File: src/rtl/dma_axi_s.sv
// AXI4-full slave responder: converts each AXI burst beat into one access on a
// simple native memory interface, one transaction at a time.
module dma_axi_s #(
    parameter int ADDR_W = 32,
    parameter int DATA_W = 32,
    parameter int ID_W   = 1,
    parameter int LEN_W  = 8
) (
    input  logic                clk,
    input  logic                rst,
    input  logic [ID_W-1:0]     s_axi_awid,
    input  logic [ADDR_W-1:0]   s_axi_awaddr,
    input  logic [LEN_W-1:0]    s_axi_awlen,
    input  logic [2:0]          s_axi_awsize,
    input  logic [1:0]          s_axi_awburst,
    input  logic                s_axi_awvalid,
    output logic                s_axi_awready,
    input  logic [DATA_W-1:0]   s_axi_wdata,
    input  logic [DATA_W/8-1:0] s_axi_wstrb,
    input  logic                s_axi_wlast,
    input  logic                s_axi_wvalid,
    output logic                s_axi_wready,
    output logic [ID_W-1:0]     s_axi_bid,
    output logic [1:0]          s_axi_bresp,
    output logic                s_axi_bvalid,
    input  logic                s_axi_bready,
    input  logic [ID_W-1:0]     s_axi_arid,
    input  logic [ADDR_W-1:0]   s_axi_araddr,
    input  logic [LEN_W-1:0]    s_axi_arlen,
    input  logic [2:0]          s_axi_arsize,
    input  logic [1:0]          s_axi_arburst,
    input  logic                s_axi_arvalid,
    output logic                s_axi_arready,
    output logic [ID_W-1:0]     s_axi_rid,
    output logic [DATA_W-1:0]   s_axi_rdata,
    output logic [1:0]          s_axi_rresp,
    output logic                s_axi_rlast,
    output logic                s_axi_rvalid,
    input  logic                s_axi_rready,
    output logic                valid,
    output logic [ADDR_W-1:0]   address,
    output logic [DATA_W-1:0]   wdata,
    output logic [DATA_W/8-1:0] wstrb,
    input  logic [DATA_W-1:0]   rdata,
    input  logic                ready
);

    localparam int                STRB_W    = DATA_W / 8;
    localparam logic [2:0]        SIZE_FULL = 3'($clog2(STRB_W));
    localparam logic [ADDR_W-1:0] ADDR_STEP = ADDR_W'(STRB_W);
    localparam logic [1:0]        BURST_FIXED = 2'b00;
    localparam logic [1:0]        BURST_WRAP  = 2'b10;
    localparam logic [1:0]        RESP_OKAY   = 2'b00;
    localparam logic [1:0]        RESP_SLVERR = 2'b10;

    typedef enum logic [2:0] {
        IDLE  = 3'd0,
        WDATA = 3'd1,
        WRESP = 3'd2,
        RDATA = 3'd3,
        RRESP = 3'd4
    } state_t;

    state_t              state_r;
    logic [ID_W-1:0]     id_r;
    logic [ADDR_W-1:0]   addr_r;
    logic [LEN_W-1:0]    len_r;
    logic [LEN_W-1:0]    cnt_r;
    logic                fixed_r;
    logic                err_r;
    logic                lerr_r;
    logic [DATA_W-1:0]   rdata_r;
    logic                last_beat_s;
    logic [ADDR_W-1:0]   addr_next_s;

    assign last_beat_s = (cnt_r == len_r);
    assign addr_next_s = fixed_r ? addr_r : (addr_r + ADDR_STEP);
    assign address     = addr_r;
    assign s_axi_rdata = rdata_r;

    // Handshake and native-request decode; every valid/ready is forced low during reset.
    always_comb begin
        s_axi_awready = 1'b0;
        s_axi_arready = 1'b0;
        s_axi_wready  = 1'b0;
        s_axi_bvalid  = 1'b0;
        s_axi_bid     = '0;
        s_axi_bresp   = RESP_OKAY;
        s_axi_rvalid  = 1'b0;
        s_axi_rid     = '0;
        s_axi_rresp   = RESP_OKAY;
        s_axi_rlast   = 1'b0;
        valid         = 1'b0;
        wdata         = '0;
        wstrb         = '0;
        case (state_r)
            IDLE: begin
                s_axi_awready = ~rst;
                s_axi_arready = ~rst & ~s_axi_awvalid;
            end
            WDATA: begin
                valid        = s_axi_wvalid & ~err_r & ~rst;
                wdata        = s_axi_wdata;
                wstrb        = s_axi_wstrb;
                s_axi_wready = ~rst & (err_r | ready);
            end
            WRESP: begin
                s_axi_bvalid = ~rst;
                s_axi_bid    = id_r;
                s_axi_bresp  = (err_r | lerr_r) ? RESP_SLVERR : RESP_OKAY;
            end
            RDATA: begin
                valid = ~err_r & ~rst;
            end
            RRESP: begin
                s_axi_rvalid = ~rst;
                s_axi_rid    = id_r;
                s_axi_rresp  = err_r ? RESP_SLVERR : RESP_OKAY;
                s_axi_rlast  = last_beat_s;
            end
            default: begin
                valid = 1'b0;
            end
        endcase
    end

    // Transaction FSM: latch the burst, step through its beats, issue the response.
    always_ff @(posedge clk) begin
        if (rst) begin
            state_r <= IDLE;
            id_r    <= '0;
            addr_r  <= '0;
            len_r   <= '0;
            cnt_r   <= '0;
            fixed_r <= 1'b0;
            err_r   <= 1'b0;
            lerr_r  <= 1'b0;
            rdata_r <= '0;
        end else begin
            case (state_r)
                IDLE: begin
                    cnt_r  <= '0;
                    lerr_r <= 1'b0;
                    if (s_axi_awvalid) begin
                        id_r    <= s_axi_awid;
                        addr_r  <= s_axi_awaddr;
                        len_r   <= s_axi_awlen;
                        fixed_r <= (s_axi_awburst == BURST_FIXED);
                        err_r   <= (s_axi_awburst == BURST_WRAP) | (s_axi_awsize != SIZE_FULL);
                        state_r <= WDATA;
                    end else if (s_axi_arvalid) begin
                        id_r    <= s_axi_arid;
                        addr_r  <= s_axi_araddr;
                        len_r   <= s_axi_arlen;
                        fixed_r <= (s_axi_arburst == BURST_FIXED);
                        err_r   <= (s_axi_arburst == BURST_WRAP) | (s_axi_arsize != SIZE_FULL);
                        state_r <= RDATA;
                    end else begin
                        state_r <= IDLE;
                    end
                end
                WDATA: begin
                    if (s_axi_wvalid && (err_r || ready)) begin
                        // A misplaced wlast is flagged but the burst length still governs.
                        if (s_axi_wlast != last_beat_s) begin
                            lerr_r <= 1'b1;
                        end else begin
                            lerr_r <= lerr_r;
                        end
                        if (last_beat_s) begin
                            state_r <= WRESP;
                        end else begin
                            cnt_r  <= cnt_r + LEN_W'(1);
                            addr_r <= addr_next_s;
                        end
                    end else begin
                        state_r <= WDATA;
                    end
                end
                WRESP: begin
                    if (s_axi_bready) begin
                        lerr_r  <= 1'b0;
                        state_r <= IDLE;
                    end else begin
                        state_r <= WRESP;
                    end
                end
                RDATA: begin
                    if (err_r) begin
                        rdata_r <= '0;
                        state_r <= RRESP;
                    end else if (ready) begin
                        rdata_r <= rdata;
                        state_r <= RRESP;
                    end else begin
                        state_r <= RDATA;
                    end
                end
                RRESP: begin
                    if (s_axi_rready) begin
                        if (last_beat_s) begin
                            state_r <= IDLE;
                        end else begin
                            cnt_r   <= cnt_r + LEN_W'(1);
                            addr_r  <= addr_next_s;
                            state_r <= RDATA;
                        end
                    end else begin
                        state_r <= RRESP;
                    end
                end
                default: begin
                    state_r <= IDLE;
                end
            endcase
        end
    end

endmodule
File: config.mk
export PLATFORM = sky130hd
export DESIGN_NAME = dma_axi_s
export DESIGN_NICKNAME = d
export VERILOG_FILES = /design/src/rtl/dma_axi_s.sv
export SDC_FILE = /design/constraint.sdc
export NUM_CORES = 1
export LEC_CHECK = 0
export ABC_AREA = 1
export CAP_MARGIN = 10
export CORE_ASPECT_RATIO = 2
export CORE_UTILIZATION = 37
export DETAILED_ROUTE_END_ITERATION = 8
export PLACE_DENSITY = 0.79
export SLEW_MARGIN = 15
export SYNTH_ARGS = -nofsm -noshare
export SYNTH_HDL_FRONTEND = slang
export SYNTH_SLANG_ARGS = --single-unit
File: constraint.sdc
create_clock -name clk -period 1.6 [get_ports clk]
set_input_delay 0.16 -clock clk [delete_from_list [all_inputs] [get_ports clk]]
set_output_delay 0.16 -clock clk [all_outputs]
set_load 0.05 [all_outputs]
Yosys cells after proc, flatten, opt, wreduce, memory -nomap -nowiden
Index checks and enable logic that the tools add are counted.
{"block": "word_totals", "ff_bits": 87, "output_inout_bits": 113, "word_cells": 103}
{"block": "op_classes", "addsub": 2, "eq_ne": 16, "n_mux": 50, "bitwise_logic": 12, "n_reduce_logical": 14}
{"operator": "$mux 32", "count": 9}
{"operator": "$pmux 32 s3", "count": 1}
{"operator": "$mux 8", "count": 5}
{"operator": "$add 32x3->32 const B", "count": 1}
{"operator": "$pmux 8 s3", "count": 1}
{"operator": "$mux 1", "count": 17}
{"operator": "$mux 2", "count": 8}
{"operator": "$mux 3", "count": 5}
{"operator": "$pmux 3 s5", "count": 1}
{"operator": "$add 8x1->8 const B", "count": 1}
{"operator": "$eq 8x8->1", "count": 1}
{"operator": "$ne 2x2->1 const B", "count": 4}
{"operator": "$reduce_and 4->1", "count": 2}
{"operator": "$eq 3x2->1 const B", "count": 2}
{"operator": "$ne 3x2->1 const B", "count": 2}
{"operator": "$ne 3x3->1 const B", "count": 2}
{"operator": "$reduce_bool 3->1", "count": 2}
{"operator": "$and 1x1->1", "count": 5}
{"operator": "$eq 2x2->1 const B", "count": 2}
{"operator": "$logic_not 2->1", "count": 2}
{"operator": "$mux 4", "count": 1}
{"operator": "$or 1x1->1", "count": 4}
{"operator": "$reduce_and 2->1", "count": 2}
{"operator": "$reduce_bool 2->1", "count": 2}
{"operator": "other kinds (10)", "count": 12}

Depth between registers and ports, before layout
{"block": "depth", "word_depth": 5, "ltp_mapped": 13}

Worst setup path before layout
OpenSTA, ideal clock, no wires.
{"block": "synth_timing", "path_type": "register to register", "start": "register addr_r[2] (netlist: address[2])", "end": "register addr_r[22] (netlist: address[22])", "setup_time_ps": 115, "arrival_ps": 1908, "required_time_ps": 1485, "slack_ps": -422, "path_stages_with_launch": 13, "period_less_slack_ps": 2022, "cell_sequence": "dfxtp_1 -> ha_1 -> nand3_1 -> inv_1 -> nand2_1 -> nor2_2 -> nand3_1 -> nand2_1 -> inv_1 -> nor2_1 -> nand2_1 -> nand2_1 -> nor2_1"}
{"block": "synth_via", "elab_chain_len": 5, "word_cells_on_any_way": 6, "classes_between": "add/sub (1); mux (5)"}
{"element": "start: declaration", "line": "66", "source": "logic [ADDR_W-1:0] addr_r;"}
{"element": "start signal: assignment", "line": "146", "source": "addr_r <= s_axi_awaddr;"}
{"element": "start signal: assignment", "line": "153", "source": "addr_r <= s_axi_araddr;"}
{"element": "start signal: assignment", "line": "174", "source": "addr_r <= addr_next_s;"}
{"element": "$add 32x3->32 *", "line": "77", "source": "assign addr_next_s = fixed_r ? addr_r : (addr_r + ADDR_STEP);"}
{"element": "$mux 32 *", "line": "77"}
{"element": "$mux 32 *", "line": "170, 201"}
{"element": "$mux 32 (on tied branches)", "line": "200, 163"}
{"element": "$pmux 32 s3 *", "line": "140", "source": "case (state_r)"}
Mark *: on every way between the ends. The rest lies on a longest branch, timed or not. The select of a mux whose other input is x is not followed.
A chain may end at the register's enable or synchronous reset.

Final worst setup path
{"block": "layout_timing", "start": "register state_r[2]", "end": "register addr_r[29] (netlist: address[29])"}
{"block": "layout_via", "elab_chain_len": 3, "word_cells_on_any_way": 9, "classes_between": "eq/ne (5); mux (1); reduce/logical (3)"}
{"element": "start: declaration", "line": "64", "source": "state_t state_r;"}
{"element": "start signal: assignment", "line": "130", "source": "state_r <= IDLE;"}
{"element": "start signal: assignment", "line": "150", "source": "state_r <= WDATA;"}
{"element": "start signal: assignment", "line": "157", "source": "state_r <= RDATA;"}
{"element": "$eq 3x1->1, or another cell as far along", "line": "140"}
{"element": "$ne 2x2->1 (no line), or another cell as far along"}
{"element": "$reduce_and 4->1 (no line)"}
Several ways; a longest one is shown, not always the timed one.

==> run_results.csv <==
group,metric,value,unit
outcome,outcome,"complete, but fails checks",
outcome,violations,"setup timing",
yosys,synth_largest_area_cell,"dfxtp_1",
layout,diodes,0,
setup_path,crit_path_max_fanout,12,
timing,period_share,1.130,
floorplanning,fp-row-count,62,
global_routing,grt_pass1_vias,7350,
floorplanning,dieArea,15250,um^2
pwr,leakage,0.004527,uW
layout,mostFrequentLayoutCells,"nand2_1 (193), clkdlybuf4s50_1 (167), nor2_1 (145), buf_4 (128), inv_1 (93)",
global_routing,grt_first_pass_wirelength,35.84,mm
detailed_routing,drtPass1Iterations,7,
setup_path,path_delay_family,"simple AND/OR/NAND/NOR gates",
layout,final_core_util,0.7469,
global_routing,grt_start_max_net_pins,39,
floorplanning,io_pins,282,
yosys,synth_top_cells_by_area,"dfxtp_1 (32%), nand2_1 (14%), nor2_1 (13%)",
layout,area_delta_synth_final,96.63,%
timing,relSlewSlack,0.6031,
detailed_routing,drt_iter0_drc,269,
global_routing,met3_usage,0.06762,
yosys,syn_inst,903,
layout,nNetsFinal,1419,
run,drv_cap,0,
pwr,vdd_drop_max,759.2,uV
layout,fillCellCount,1003,
detailed_routing,wl_per_cell,17.69,um
global_routing,grt_busiest_layer,"met2",
timing,maxSlewViolCount,0,
placement,placedInstanceArea,9280,um^2
layout,multi_input_area,3790,um^2
setup_path,cp-start-kind,"flop",
yosys,synthDistinctLibCells,35,
cts,cts_tree,"yes",
timing,setup_viol,94,
yosys,synth-compound-area-share,0.1572,
global_routing,grt_use_met1,0.2894,
detailed_routing,drc,0,
timing,setup_ws,-207.5,ps
layout,register_area,1790,um^2
placement,routabilityCongestion,1.003,
floorplanning,die_x,87.83,um
floorplanning,die_h,173.7,um
detailed_routing,viasPerCell,5.114,
setup_path,critPathBufInv,3,
yosys,yosys_warnings,0,
setup_path,crit_path_end_kind,"flop",
global_routing,grt_use_total,0.3076,
setup_path,critical-path-slowest-cell,"dfxtp_4",
hold_path,hold_path_class,"in2reg",
timing,fmax,553.3,MHz
setup_path,required,1830,ps
setup_path,crit_path_max_incr_delay,370,ps
cts,ctsHoldBuffers,0,
detailed_routing,routed_wl,25.56,mm
yosys,syn_area,5451,um^2
yosys,synth.ff_latch_count,87,
setup_path,crit_chain,"nor2_4, nand2_4, buf_12, nand2_8, nand2_4, nor2_4, nand2_2, nor2_4, buf_4, buf_12, o21ai_1, nor2_1, nor2_1",
setup_path,critical_path_class,"reg2reg",
timing,period_minus_slack,1807,ps
cts,clock_sinks,87,
pwr,powerDensity,1305,nW/um^2
layout,final_common_cell,"nand2_1",
placement,place_ws,-197.6,ps
cts,cts_buffers,9,
pwr,fin_total_pwr,13990,uW
cts,clkTransAtPathRegs,80,ps
cts,root_buffer,"clkbuf_16",
yosys,synth-simple-area-share,0.3658,
global_routing,antenna_found_initial,0,
setup_path,cp.arrival,2040,ps
yosys,synth_top_area_frac,0.3195,
cts,clock_latency,340,ps
yosys,ys_seq_area_frac,0.3195,
yosys,synth_adder_area_share,0.004590,
timing,rsz0062_at_grt,"yes",
layout,stdcell_area,10720,um^2
yosys,synth_top_family_by_area,"simple AND/OR/NAND/NOR gates",
timing,hold_viol,0,
setup_path,cp_common_cell,"nor2_4",
global_routing,grtUsageMet2,0.5778,
floorplanning,initial_core_util,0.3799,
placement,place_hpwl,17.74,mm
placement,port_buffers,279,
detailed_routing,postRouteAntennaNets,0,
cts,cts_buffer_depth,2,
yosys,synthMuxAreaShare,0.01285,
yosys,post_synth.cell_area_avg,6.037,um^2
global_routing,grt.overflow.total,0,
floorplanning,core_region_area,14350,um^2
cts,h-tree-depth,3,
timing,worst_pin_slew,595.4,ps
detailed_routing,vias,7390,
timing,finClkSkew,12.04,ps
layout,layout-drive-gt1-share,0.3256,
yosys,synth_xor_area_frac,0.02571,
-- power breakdown --
part | switching [uW] | total [uW] | internal, uW | leakage [uW]
Combinational | 5050 | 8630 | 3590 | 0.00365
Sequential | 490 | 3190 | 2700 | 0.000725
Clock | 1050 | 2170 | 1120 | 0.000150
Total | 6590 | 14000 | 7400 | 0.00453
-- Yosys cell counts --
master and count:
o21ai_1 13, buf_2 18, nor2_4 2, o31ai_1 1
nand3_1 31, mux2i_1 7, buf_6 4, nand2_1 198
a31oi_1 9, nand4_1 5, dfxtp_1 87, nand2_4 2
conb_1 1, nor3b_1 2, a41oi_1 1, o21ai_0 55
nor4_1 3, a211oi_1 3, a21oi_1 72, nor2_2 4
nor3_1 18, inv_2 3, or2_2 13, nand3b_1 3
nand2_2 5, inv_1 99, ha_1 2, o21ai_4 1
clkbuf_1 19, buf_4 4, nor2_1 196, a21boi_0 2
xor2_1 9, xnor2_1 7, o211ai_1 4
-- path summary, 6_finish.rpt --
| path | endpoint | cells past startpoint | slack, ps | start |
|---|---|---|---|---|
| worst max-delay path | address[29] | 13 | -210 | state_r[2] |
| worst min register to register | address[1] | 2 | 480 | address[1] |
| worst max register to register | address[29] | 13 | -210 | state_r[2] |
| worst min-delay path | len_r[6] | 4 | 350 | s_axi_awvalid |
-- cell families after synthesis --
family                   count (synthesis)
AND/OR/NAND/NOR                        482
AO/OA/AOI/OAI                          161
buffers and inverters                  147
flip-flops                              87
XOR/XNOR                                16
multiplexers                             7
adder cells (fa/ha/maj)                  2
other                                    1
-- flip-flops by register name, indices dropped and copies added, names as in the netlist, 3 cells and up --
signal	flops
state_r	3
cnt_r	8
s_axi_rdata	32
address	32
len_r	8
-- through the flow --
stage	hold slack (ps)	cells	TNS, ps
final	350.2	1445	-8021
after global routing	352.5	1445	-13990
after CTS	336.5	1430	-5263
after detailed placement	465.6	1401	-4141
after global placement	452.7	1401	-3397
after floorplan	300.7	904	-3824
-- per-layer routing --
metal / part of all wire / up-vias
li1: - / 3549
met1: 0.32 / 3367
met2: 0.54 / 374
met3: 0.068 / 100
met4: 0.069 / 0
met5: 0 / -
-- cell type report --
cell class | instances | area share
Clock buffer | 9 | 0.02101
Clock inverter | 7 | 0.007587
Inverter | 102 | 0.03595
Multi-Input combinational cell | 671 | 0.3536
Sequential cell | 87 | 0.1670
Tap cell | 192 | 0.02241
Timing Repair Buffer | 377 | 0.3924
-- worst reg2reg max path, cell delays in order (launching register included) --
cell,delay [ps]
dfxtp_4,370
nor2_4,130
nand2_4,70
buf_12,140
nand2_8,80
nand2_4,50
nor2_4,110
nand2_2,70
nor2_4,180
buf_4,160
buf_12,130
o21ai_1,70
nor2_1,100
nor2_1,40
-- timing repair --
action / in CTS / in global routing
gates resized for setup: 139 / 85
gates cloned: 5 / 8
buffers inserted: 9 / 9
setup endpoints to repair: 60 / 118
pin swaps: 8 / 21
Power figures use the tool's default switching activity.
